## config.mk

```make
export PLATFORM = sky130hd
export DESIGN_NAME = reg_scoreboard
export DESIGN_NICKNAME = d
export VERILOG_FILES = /design/src/rtl/reg_sched_pkg.sv /design/src/rtl/reg_scoreboard_hazard_check.sv /design/src/rtl/reg_scoreboard.sv
export SDC_FILE = /design/constraint.sdc
export NUM_CORES = 1
export LEC_CHECK = 0
export BUFFER_PORTS_ARGS = -buffer_cell sky130_fd_sc_hd__buf_2
export CORE_UTILIZATION = 50
export CTS_BUF_LIST = sky130_fd_sc_hd__clkbuf_16
export DETAILED_ROUTE_END_ITERATION = 8
export HOLD_SLACK_MARGIN = 0.1
export PLACE_DENSITY_LB_ADDON = 0.12
export SLEW_MARGIN = 10
export SYNTH_ARGS = -nofsm -noshare
export SYNTH_HDL_FRONTEND = slang
export SYNTH_SLANG_ARGS = --single-unit
export TNS_END_PERCENT = 100
```

## constraint.sdc

```tcl
create_clock -name clk -period 5 [get_ports clk]
set_clock_uncertainty 0.05 [all_clocks]
set_input_delay 0.75 -clock clk [delete_from_list [all_inputs] [get_ports clk]]
set_output_delay 0.75 -clock clk [all_outputs]
set_load 0.1 [all_outputs]
```

## src/rtl/reg_sched_pkg.sv

```systemverilog
// Shared constants and debug types for the register-write scoreboard.
package reg_sched_pkg;

    localparam int ADDR_W   = 5;
    localparam int NUM_REGS = 1 << ADDR_W;
    localparam int REG_ZERO = 0;

    // Why an issue is being held back; NONE means it may go.
    typedef enum logic [1:0] {
        NONE = 2'd0,
        RAW  = 2'd1,
        WAW  = 2'd2,
        FULL = 2'd3
    } hazard_cause_e;

endpackage

```

## src/rtl/reg_scoreboard_hazard_check.sv

```systemverilog
// Combinational issue gate: decides from the registered pending vector whether
// the presented instruction may issue, and reports the blocking cause.
module hazard_check #(
    parameter int ADDR_W   = reg_sched_pkg::ADDR_W,
    parameter int NUM_REGS = reg_sched_pkg::NUM_REGS
) (
    input  logic [NUM_REGS-1:0]          pending,
    input  logic [ADDR_W-1:0]            src_a,
    input  logic [ADDR_W-1:0]            src_b,
    input  logic                         uses_b,
    input  logic [ADDR_W-1:0]            dest,
    input  logic                         writes,
    input  logic                         at_limit,
    output logic                         ready,
    output reg_sched_pkg::hazard_cause_e cause
);
    import reg_sched_pkg::*;

    logic tracked;
    logic raw_hit;
    logic waw_hit;
    logic full_hit;

    // r0 is never pending, so a read of r0 can never raise a RAW hazard.
    assign tracked  = writes && (dest != ADDR_W'(REG_ZERO));
    assign raw_hit  = pending[src_a] || (uses_b && pending[src_b]);
    assign waw_hit  = tracked && pending[dest];
    assign full_hit = tracked && at_limit;
    assign ready    = !(raw_hit || waw_hit || full_hit);

    always_comb begin
        cause = NONE;
        if (raw_hit) begin
            cause = RAW;
        end else if (waw_hit) begin
            cause = WAW;
        end else if (full_hit) begin
            cause = FULL;
        end
    end

endmodule

```

## src/rtl/reg_scoreboard.sv

```systemverilog
// Register-write scoreboard: tracks in-flight writes per register and gates
// instruction issue on RAW/WAW hazards and the outstanding-write limit.
module reg_scoreboard #(
    parameter int ADDR_W          = reg_sched_pkg::ADDR_W,
    parameter int NUM_REGS        = reg_sched_pkg::NUM_REGS,
    parameter int MAX_OUTSTANDING = 8,
    parameter int CNT_W           = 16
) (
    input  logic                               clk,
    input  logic                               rst_n,
    input  logic                               issue_valid,
    input  logic [ADDR_W-1:0]                  issue_src_a,
    input  logic [ADDR_W-1:0]                  issue_src_b,
    input  logic                               issue_uses_b,
    input  logic [ADDR_W-1:0]                  issue_dest,
    input  logic                               issue_writes,
    output logic                               issue_ready,
    input  logic                               wb_valid,
    input  logic [ADDR_W-1:0]                  wb_addr,
    output logic [$clog2(MAX_OUTSTANDING+1)-1:0] pending_count,
    output logic                               idle,
    output logic [CNT_W-1:0]                   stall_cycles,
    output logic                               wb_err
);
    import reg_sched_pkg::*;

    localparam int PC_W = $clog2(MAX_OUTSTANDING + 1);

    logic [NUM_REGS-1:0] pending;
    logic [NUM_REGS-1:0] pending_next;
    logic                at_limit;
    logic                set_en;
    logic                wb_live;
    logic                wb_hit;
    logic                wb_miss;
    hazard_cause_e       hazard_cause;

    assign at_limit = (pending_count == PC_W'(MAX_OUTSTANDING));
    assign idle     = (pending_count == '0);

    hazard_check #(
        .ADDR_W   (ADDR_W),
        .NUM_REGS (NUM_REGS)
    ) u_hazard (
        .pending  (pending),
        .src_a    (issue_src_a),
        .src_b    (issue_src_b),
        .uses_b   (issue_uses_b),
        .dest     (issue_dest),
        .writes   (issue_writes),
        .at_limit (at_limit),
        .ready    (issue_ready),
        .cause    (hazard_cause)
    );

    assign set_en  = issue_valid && issue_ready && issue_writes
                     && (issue_dest != ADDR_W'(REG_ZERO));
    assign wb_live = wb_valid && (wb_addr != ADDR_W'(REG_ZERO));
    assign wb_hit  = wb_live && pending[wb_addr];
    assign wb_miss = wb_live && !pending[wb_addr];

    // Clear is applied before set so an illegal same-register collision leaves the bit set.
    always_comb begin
        pending_next = pending;
        if (wb_hit) begin
            pending_next[wb_addr] = 1'b0;
        end
        if (set_en) begin
            pending_next[issue_dest] = 1'b1;
        end
    end

    always_ff @(posedge clk) begin
        if (!rst_n) begin
            pending       <= '0;
            pending_count <= '0;
            stall_cycles  <= '0;
            wb_err        <= 1'b0;
        end else begin
            pending <= pending_next;
            case ({set_en, wb_hit})
                2'b10:   pending_count <= pending_count + 1'b1;
                2'b01:   pending_count <= pending_count - 1'b1;
                default: pending_count <= pending_count;
            endcase
            if (wb_miss) begin
                wb_err <= 1'b1;
            end
            if (issue_valid && !issue_ready && (stall_cycles != '1)) begin
                stall_cycles <= stall_cycles + 1'b1;
            end
        end
    end

    always_ff @(posedge clk) begin
        if (rst_n) begin
            assert (pending_count == PC_W'($countones(pending)));
            assert (!pending[0]);
            assert (issue_ready == (hazard_cause == NONE));
        end
    end

endmodule

```

==> results of run 1 <==
## routing by layer
| layer | up-vias | share of wire (%) | routed length [um] | GRT usage, % |
|---|---|---|---|---|
| met2 | 175 | 47 | 4790 | 47.1 |
| li1 | 1554 | - | - | - |
| met4 | 0 | 2.8 | 286 | 10.0 |
| met3 | 29 | 7.9 | 806 | 5.00 |
| met5 | - | 0 | 0 | 0 |
| met1 | 1611 | 42 | 4270 | 37.9 |
## power breakdown
| part | leakage, nW | total, mW | switching, mW | internal, mW |
|---|---|---|---|---|
| logic | 0.895 | 0.145 | 0.103 | 0.0415 |
| clock network | 0.0852 | 0.395 | 0.159 | 0.236 |
| registers | 0.428 | 0.432 | 0.00612 | 0.426 |
| total | 1.41 | 0.972 | 0.268 | 0.703 |
## logic make-up after synthesis
kind of cell | after synthesis | share of synthesized area (%)
xor+xnor | 6 | 1.50
compound gates | 117 | 21.6
fa+ha+maj | 4 | 1.42
simple gates | 118 | 18.7
mux | 50 | 21.9
flops | 53 | 30.2
buf+inv | 37 | 4.70
## metrics by stage
stage                     setup slack [ns]  power (mW)
after floorplan                      0.340       0.555
after global placement                1.05       0.584
after detailed placement             0.960       0.586
after CTS                             1.23       0.974
after global routing                  1.02        1.00
final                                 1.23       0.972
## area by class of cell
type,count,area share (%)
clock inverter,3,1.08
inverter,8,0.765
tap,96,3.06
timing repair buffer,49,6.31
sequential,53,27.0
multi-input combinational,295,58.6
clock buffer,5,3.19
## sequential cells by signal, summed over array words and instances, names as in the netlist
name and count:
pending 32, stall_cycles 16, pending_count 4, wb_err 1
## final timing paths
kind	end	slack (ns)	depth (start not counted)
min reg2reg	wb_err	0.42	2
max reg2reg	pending_count[2]	1.64	13
max	issue_ready	1.23	7
min	wb_err	0.42	2
## layout by cell type, fill, tap and decap left out, types with 6 or more instances in the layout
master                      n
sky130_fd_sc_hd__mux4_2    21
sky130_fd_sc_hd__inv_1      8
sky130_fd_sc_hd__a21oi_1   16
sky130_fd_sc_hd__nor2b_1    6
sky130_fd_sc_hd__nand3b_1   7
sky130_fd_sc_hd__mux2i_1   24
sky130_fd_sc_hd__buf_2     48
sky130_fd_sc_hd__nand2_1   21
sky130_fd_sc_hd__nand3_1   17
sky130_fd_sc_hd__o211ai_1  30
sky130_fd_sc_hd__o31ai_1    6
sky130_fd_sc_hd__dfxtp_1   53
sky130_fd_sc_hd__or3_1     12
sky130_fd_sc_hd__or4_1      7
sky130_fd_sc_hd__nor2_1    15
sky130_fd_sc_hd__o21ai_1   36
## worst reg2reg max path: cells and delay by family (launching register included)
kind                     cells  cell delay, ns
AO/OA/AOI/OAI                3            0.54
flip-flops                   1            0.37
AND/OR/NAND/NOR              5            1.14
adder cells (fa/ha/maj)      2            0.44
multiplexers                 1            0.48
XOR/XNOR                     2            0.26
==> results.toml, run 1 <==
[synthesis]
ys_seq_area_share_pct = 30.2
post_synth_instance_area_um2 = 3510
synth.distinct_cells = 52
asyncSetResetFlopFracSynth_pct = 0
ys_seq_elements = 53
synthesis.area_per_instance_um2 = 9.13
ys_top_cells_by_area = "sky130_fd_sc_hd__dfxtp_1 (30%), sky130_fd_sc_hd__mux4_2 (13%), sky130_fd_sc_hd__mux2i_1 (6.8%)"
synth_top_area_cell = "sky130_fd_sc_hd__dfxtp_1"
post-synth-top-count-cell = "sky130_fd_sc_hd__dfxtp_1"
edff_count_synth = 0
post_synth_most_frequent_cells = "sky130_fd_sc_hd__dfxtp_1 (53), sky130_fd_sc_hd__o21ai_1 (36), sky130_fd_sc_hd__o211ai_1 (30), sky130_fd_sc_hd__mux2i_1 (24)"
post_synthesis_cell_count = 385
yosysWarningCount = 0
synth_ff_type = "sky130_fd_sc_hd__dfxtp_1"
synthDominantCellAreaShare_pct = 30.2
postSynthNetCount = 415

[power]
vdd.ir_drop.worst_uv = 134
power.density_cell_area_nw_per_um2 = 247
leakagePower_nw = 1.41

[route]
route.antenna.remaining_nets = 0
drt-pass1-iter-count = 5
detail_route.wl_per_cell_um = 20.0
vias = 3369
detail_route.vias_per_cell = 6.62
detail_route.drc_violations = 0
drtIter0Drc = 217
finalWirelength_mm = 10.2

[setup_path]
critical_path_required_ns = 4.20
crit_top_cell = "sky130_fd_sc_hd__buf_2"
crit_fanout = 16
cp-start-kind = "input port"
crit_buf_inv = 2
cp_top_family = "buffers and inverters"
end_kind = "output port"
cpPeakStageDelay_ns = 0.56
regToRegStartpoint = "pending[27]"
timing.setup.critical_path_class = "input port to output port"
setup.worst_path.start = "issue_dest[1]"
critical_path_arrival_ns = 2.97
master_of_the_slowest_instance_on_the_critical_path = "sky130_fd_sc_hd__mux4_2"
timing.critical_path.cells = "buf_2, mux4_2, a22o_1, a211oi_1, a31oi_1, nor3_4, buf_2"

[floorplanning]
num_io_pins = 49
row_count = 30
core_area_um2 = 6790
die-area_um2 = 7370
initial_core_util_pct = 51.7
y_dimension_of_the_die_um = 85.8
die_width_um = 85.8

[sta]
hold_violation_total_from_the_final_report = 0
final_layout_setup_total_negative_slack_ns = 0
achievable-frequency_ghz = 0.265
unrepaired_setup_endpoints_after_global_routing = "no"
timing.final.crit_share_pct = 75.5
final_max_slew_viol_count = 0
final-setup-viol-count = 0
max_slew_margin_pct = 55.1
worst_slew_pin_slew_ns = 0.673
whs_ns = 0.421
finalWorstPathRequiredPeriod_ns = 3.77

[worst_hold_path]
hold_path_startpoint = "wb_err"
hold_path_class = "flop to flop"

[clock_network]
clock_latency_ns = 0.29
post_cts_buffers = 0
post_cts_resized = 0
numCtsBuffers = 5
clk_pin_slew_worst_paths_ns = 0.07
clk_root_buffer_cell = "sky130_fd_sc_hd__clkbuf_16"
clkSinkCount = 53
cts_tree = "built"
postCtsHoldBufs = 0
h_tree_depth = 2
cts_max_path_buffers = 2

[cells_and_area]
footprint_of_the_multi_input_gates_um2 = 2300
final_cells = 509
relative_area_change_from_synthesis_to_final_layout_pct = 11.7
final_util_pct = 57.8
n_antenna_cell = 0
register_area_um2 = 1060
finish.instance_area_um2 = 3930
final.fill_count = 607
finalNetCount = 442
drive_gt1_share_pct = 20.3

[placed_design]
post-place-cells = 501
numPortBuffers = 48
gp_congestion = 0.956
placed_cell_area_um2 = 3760
hpwl_mm = 7.31

[global_routing]
grt_max_degree = 39
grt_antenna_before_repair = 0
globalRoute.totalOverflow = 0
first_global_vias = 3037
grt_pass1_wl_mm = 16.1
grt.total_usage_pct = 28.6

[flow_run]
max-cap-violations = 0

[run_status]
status = "complete, no violations"
(Power assumes the default switching activity.)
==> run 2: changes to the inputs <==
clock period = 3.25 ns   (was 5 ns; I/O delays follow)
==> run 2 against run 1 <==
Against the previous run:
- total power up 52%
- first-iteration DRC count increased by 49%
- hold slack about the same
- flip-flop and latch count unchanged
- die area unchanged
- clock power rose by 37%
- worst setup slack got worse by 1.1 ns
- utilization increased by 5.9 points
- sequential power rose by 54%
- cell area up 10%
- register-to-register slack got worse by 1.5 ns
==> results.toml, run 2 (synthesis results as in run 1) <==
[run_status]
status = "complete, no violations"

[sta]
final_max_slew_viol_count = 0
timing.final.crit_share_pct = 97.1
hold_violation_total_from_the_final_report = 0
achievable-frequency_ghz = 0.317
worst_slew_pin_slew_ns = 0.634
finalWorstPathRequiredPeriod_ns = 3.16
max_slew_margin_pct = 57.2
final-setup-viol-count = 0
final_layout_setup_total_negative_slack_ns = 0
unrepaired_setup_endpoints_after_global_routing = "no"

[power]
leakagePower_nw = 1.61
power.density_cell_area_nw_per_um2 = 340
vdd.ir_drop.worst_uv = 178

[setup_path]
critical_path_required_ns = 3.41
cp-start-kind = "flop"
crit_buf_inv = 0
master_of_the_slowest_instance_on_the_critical_path = "sky130_fd_sc_hd__mux4_2"
critical_path_arrival_ns = 3.31
timing.setup.critical_path_class = "flop to flop"
crit_fanout = 5
timing.critical_path.cells = "mux4_2, mux2_2, nand3_1, nand4_1, nor3_4, nand3_2, ha_4, xor2_2, ha_2, a21oi_2, xor2_1, or3_1, a21oi_1"
end_kind = "flop"
cpPeakStageDelay_ns = 0.48
cp_top_family = "simple AND/OR/NAND/NOR gates"

[clock_network]
cts_max_path_buffers = 2
postCtsHoldBufs = 0
numCtsBuffers = 5
clkSinkCount = 53
clk_pin_slew_worst_paths_ns = 0.07
post_cts_buffers = 0
clock_latency_ns = 0.30
h_tree_depth = 2
cts_tree = "built"
clk_root_buffer_cell = "sky130_fd_sc_hd__clkbuf_16"

[floorplanning]
die_width_um = 85.8
initial_core_util_pct = 51.7
row_count = 30
core_area_um2 = 6790
y_dimension_of_the_die_um = 85.8
num_io_pins = 49
die-area_um2 = 7370

[route]
drt-pass1-iter-count = 5
detail_route.wl_per_cell_um = 20.3
detail_route.drc_violations = 0
finalWirelength_mm = 11.1
route.antenna.remaining_nets = 0
drtIter0Drc = 324
detail_route.vias_per_cell = 6.48
vias = 3552

[global_routing]
grt_antenna_before_repair = 0
grt.total_usage_pct = 30.8
grt_max_degree = 38
first_global_vias = 3419
grt_pass1_wl_mm = 17.4
globalRoute.totalOverflow = 0

[placed_design]
numPortBuffers = 48
hpwl_mm = 7.97
gp_congestion = 1.01
placed_cell_area_um2 = 4140

[cells_and_area]
drive_gt1_share_pct = 33.6
largest_reg_flops = 32
final.fill_count = 589
top_regs = "pending (32), stall_cycles (16), pending_count (4)"
layout.cells.most_common = "sky130_fd_sc_hd__buf_2"
layout_common_cells = "sky130_fd_sc_hd__buf_2 (46), sky130_fd_sc_hd__buf_4 (38), sky130_fd_sc_hd__dfxtp_1 (37), sky130_fd_sc_hd__o21ai_1 (36), sky130_fd_sc_hd__o211ai_1 (30)"
n_antenna_cell = 0
finish.instance_area_um2 = 4330
relative_area_change_from_synthesis_to_final_layout_pct = 23.1
regMostFlops = "pending"
finalNetCount = 481

[flow_run]
max-cap-violations = 0

[worst_hold_path]
hold_path_class = "flop to flop"
==> run 2: changes by cell type in the layout (fill, tap and decap cells not counted), sizes merged <==
cell and delta:
clkinvlp +1, clkbuf +1, bufinv -1, buf +38
==> run 2: what timing repair did <==
| action | CTS | global route |
|---|---|---|
| hold endpoints to repair | 0 | 0 |
| gates resized for setup | 0 | 19 |
| endpoints found under the setup margin | 0 | 1 |
==> run 2: layout make-up <==
| cell class | count | area [um2] | share of cell area [%] |
|---|---|---|---|
| repair buffers | 88 | 574 | 13.3 |
| well taps | 96 | 120 | 2.78 |
| flip-flops and latches | 53 | 1080 | 25.0 |
| inverters | 8 | 30.0 | 0.694 |
| clock buffers | 5 | 125 | 2.89 |
| multi-input cells | 295 | 2380 | 54.9 |
| clock inverters | 3 | 21.3 | 0.491 |
==> run 2: metrics by stage <==
step | utilization [%] | worst slack (ns) | hold slack [ns] | cells | total power [mW]
final | 63.7 | 0.0938 | 0.421 | 548 | 1.47
after global routing | 63.7 | 0.0184 | 0.452 | 548 | 1.52
after CTS | 63.1 | 0.0743 | 0.425 | 548 | 1.47
after detailed placement | 60.9 | -0.182 | 0.409 | 540 | 0.941
after global placement | 60.9 | -0.141 | 0.399 | 540 | 0.938
after floorplan | - | -0.790 | 0.437 | 385 | 0.860
==> run 2: power by group <==
| group | total (mW) | internal [mW] | switching (mW) |
|---|---|---|---|
| Combinational | 0.268 | 0.0963 | 0.172 |
| Sequential | 0.665 | 0.655 | 0.00954 |
| Clock | 0.540 | 0.287 | 0.252 |
==> run 2: tightest hold or removal path: stages, from the launching register on <==
cell                      delay (ns)
sky130_fd_sc_hd__dfxtp_1        0.32
sky130_fd_sc_hd__nor2_1         0.04
sky130_fd_sc_hd__nor2_1         0.07
==> run 2: final timing paths <==
path | from | endpoint | slack [ns] | depth (start not counted)
worst min register to register | wb_err | wb_err | 0.42 | 2
worst max register to register | pending[31] | pending_count[2] | 0.09 | 13
worst min-delay path | wb_err | wb_err | 0.42 | 2
worst max-delay path | pending[31] | pending_count[2] | 0.09 | 13
==> run 2: routing by layer <==
| layer | wire, um | vias to the layer above | global-route usage [%] |
|---|---|---|---|
| li1 | - | 1639 | - |
| met1 | 4670 | 1705 | 41.4 |
| met2 | 5200 | 178 | 49.7 |
| met3 | 1000 | 30 | 7.22 |
| met4 | 234 | 0 | 8.94 |
| met5 | 0 | - | 0 |
==> run 3: changes to the inputs <==
CTS_BUF_LIST = sky130_fd_sc_hd__clkbuf_2   (was sky130_fd_sc_hd__clkbuf_16)
==> run 3 against run 2 <==
Against the previous run:
- die area is the same
- critical endpoint unchanged
- sequential power barely moved
- total power shrank 18%
- hold slack got worse by 0.095 ns
- worst setup slack worse by 0.0026 ns
- cell area decreased by 2.5%
- sequential share of layout area rose by 0.76 points
- final cell count unchanged
- clock power decreased by 48%
- combinational power is essentially flat
- count of clock-buffer cells in the layout unchanged
- critical path depth did not move
==> results.toml, run 3 (synthesis results as in run 1) <==
[setup_path]
critical_path_arrival_ns = 3.50
critical_path_required_ns = 3.59
crit_fanout = 5
cpPeakStageDelay_ns = 0.45
end_kind = "flop"
timing.setup.critical_path_class = "flop to flop"
reg2reg_slack_ns = 0.09
cp-start-kind = "flop"
master_of_the_slowest_instance_on_the_critical_path = "sky130_fd_sc_hd__mux4_2"
timing.critical_path.cells = "mux4_2, a22o_1, a211oi_2, a31oi_2, nor3_4, nand3_2, ha_4, xor2_2, ha_2, a21oi_2, xor2_1, or3_1, a21oi_1"

[placed_design]
gp_congestion = 1.01
hpwl_mm = 7.97
post-place-cells = 540
numPortBuffers = 48

[power]
power.density_cell_area_nw_per_um2 = 288
vdd.ir_drop.worst_uv = 152
leakagePower_nw = 1.56
post_layout_total_power_mw = 1.21

[sta]
achievable-frequency_ghz = 0.317
hold_violation_total_from_the_final_report = 0
unrepaired_setup_endpoints_after_global_routing = "yes"
max_slew_margin_pct = 61.8
final_max_slew_viol_count = 0
finalWorstPathRequiredPeriod_ns = 3.16
final-setup-viol-count = 0
worst_slew_pin_slew_ns = 0.565
timing.final.crit_share_pct = 97.2

[route]
drt-pass1-iter-count = 6
detail_route.wl_per_cell_um = 19.9
route.antenna.remaining_nets = 0
detail_route.vias_per_cell = 6.42
drtIter0Drc = 306
detail_route.drc_violations = 0
finalWirelength_mm = 10.9
vias = 3517

[cells_and_area]
final_util_pct = 62.1
regMostFlops = "pending"
final_cells = 548
drive_gt1_share_pct = 33.8
finalNetCount = 481
layout_common_cells = "sky130_fd_sc_hd__buf_2 (47), sky130_fd_sc_hd__buf_4 (39), sky130_fd_sc_hd__o21ai_1 (36), sky130_fd_sc_hd__dfxtp_1 (35), sky130_fd_sc_hd__o211ai_1 (30)"
relative_area_change_from_synthesis_to_final_layout_pct = 20.1
top_regs = "pending (32), stall_cycles (16), pending_count (4)"
largest_reg_flops = 32
n_antenna_cell = 0
layout.cells.most_common = "sky130_fd_sc_hd__buf_2"

[global_routing]
grt.total_usage_pct = 30.6
globalRoute.totalOverflow = 0
grt_pass1_wl_mm = 17.3
grt_max_degree = 38
grt_antenna_before_repair = 0
first_global_vias = 3440

[clock_network]
clkSinkCount = 53
cts_max_path_buffers = 2
cts_tree = "built"
clk_pin_slew_worst_paths_ns = 0.29
postCtsHoldBufs = 0
clk_root_buffer_cell = "sky130_fd_sc_hd__clkbuf_2"
numCtsBuffers = 5
h_tree_depth = 2
clock_latency_ns = 0.47

[flow_run]
max-cap-violations = 0

[run_status]
status = "complete, no violations"

[floorplanning]
core_area_um2 = 6790
num_io_pins = 49
y_dimension_of_the_die_um = 85.8
row_count = 30
die_width_um = 85.8
initial_core_util_pct = 51.7
die-area_um2 = 7370

[worst_hold_path]
hold_path_class = "input port to flop"
-- run 3: cell types whose count changed in the layout (fill, tap and decap cells not counted) --
cell / before / now
sky130_fd_sc_hd__clkbuf_2: 0 / 5
sky130_fd_sc_hd__buf_4: 38 / 39
sky130_fd_sc_hd__clkbuf_16: 5 / 0
sky130_fd_sc_hd__buf_6: 1 / 0
sky130_fd_sc_hd__clkbuf_4: 1 / 0
sky130_fd_sc_hd__buf_2: 46 / 47
sky130_fd_sc_hd__dfxtp_1: 37 / 35
sky130_fd_sc_hd__o22ai_2: 2 / 1
sky130_fd_sc_hd__o22ai_1: 2 / 3
sky130_fd_sc_hd__dfxtp_4: 0 / 1
sky130_fd_sc_hd__dfxtp_2: 16 / 17
-- run 3: final timing paths --
path                                   from               end  cells after the start
worst min-delay path               wb_valid            wb_err                      5
worst max register to register  pending[20]  pending_count[2]                     13
worst min register to register       wb_err            wb_err                      2
worst max-delay path            pending[20]  pending_count[2]                     13
-- run 3: repair_timing --
action | CTS | global route
buffers inserted | 0 | 0
gates resized for setup | 0 | 19
endpoints found under the hold margin | 0 | 0
setup endpoints to repair | 0 | 1
-- run 3: final cells by class --
type | instances | area (um2)
well taps | 96 | 120
clock buffers | 5 | 25.0
clock inverters | 3 | 21.3
fillers | 607 | 2570
repair buffers | 88 | 568
multi-input cells | 295 | 2370
flip-flops and latches | 53 | 1090
inverters | 8 | 30.0
-- run 3: metrics by stage --
| stage | setup TNS [ns] | setup WS, ns | instance area [um2] | hold slack (ns) |
|---|---|---|---|---|
| 2_1_floorplan | -1.97 | -0.790 | 3610 | 0.437 |
| 3_3_place_gp | -0.202 | -0.141 | 4140 | 0.399 |
| 3_5_place_dp | -1.04 | -0.182 | 4140 | 0.409 |
| 4_1_cts | 0 | 0.0400 | 4190 | 0.318 |
| 5_1_grt | -0.0178 | -0.0178 | 4220 | 0.323 |
| 6_report | 0 | 0.0912 | 4220 | 0.326 |
-- run 3: worst max-delay path: cells and delay by family (launching register included) --
| kind | cells | cell delay (ns) |
|---|---|---|
| compound gates | 5 | 0.89 |
| simple gates | 3 | 0.68 |
| mux | 1 | 0.45 |
| flops | 1 | 0.44 |
| fa+ha+maj | 2 | 0.38 |
| xor+xnor | 2 | 0.22 |
-- run 3: where the power goes --
group	total, mW	leakage [nW]	switching, mW	internal, mW
sequential	0.668	0.437	0.00945	0.658
clock	0.281	0.0294	0.227	0.0545
combinational	0.265	1.10	0.170	0.0948
-- run 3: layer usage --
layer,track usage [%],up-vias,part of all wire [%]
met3,6.93,38,10
met1,41.0,1666,41
met4,12.6,0,3.3
met2,48.0,182,45
met5,0,-,0
li1,-,1631,-
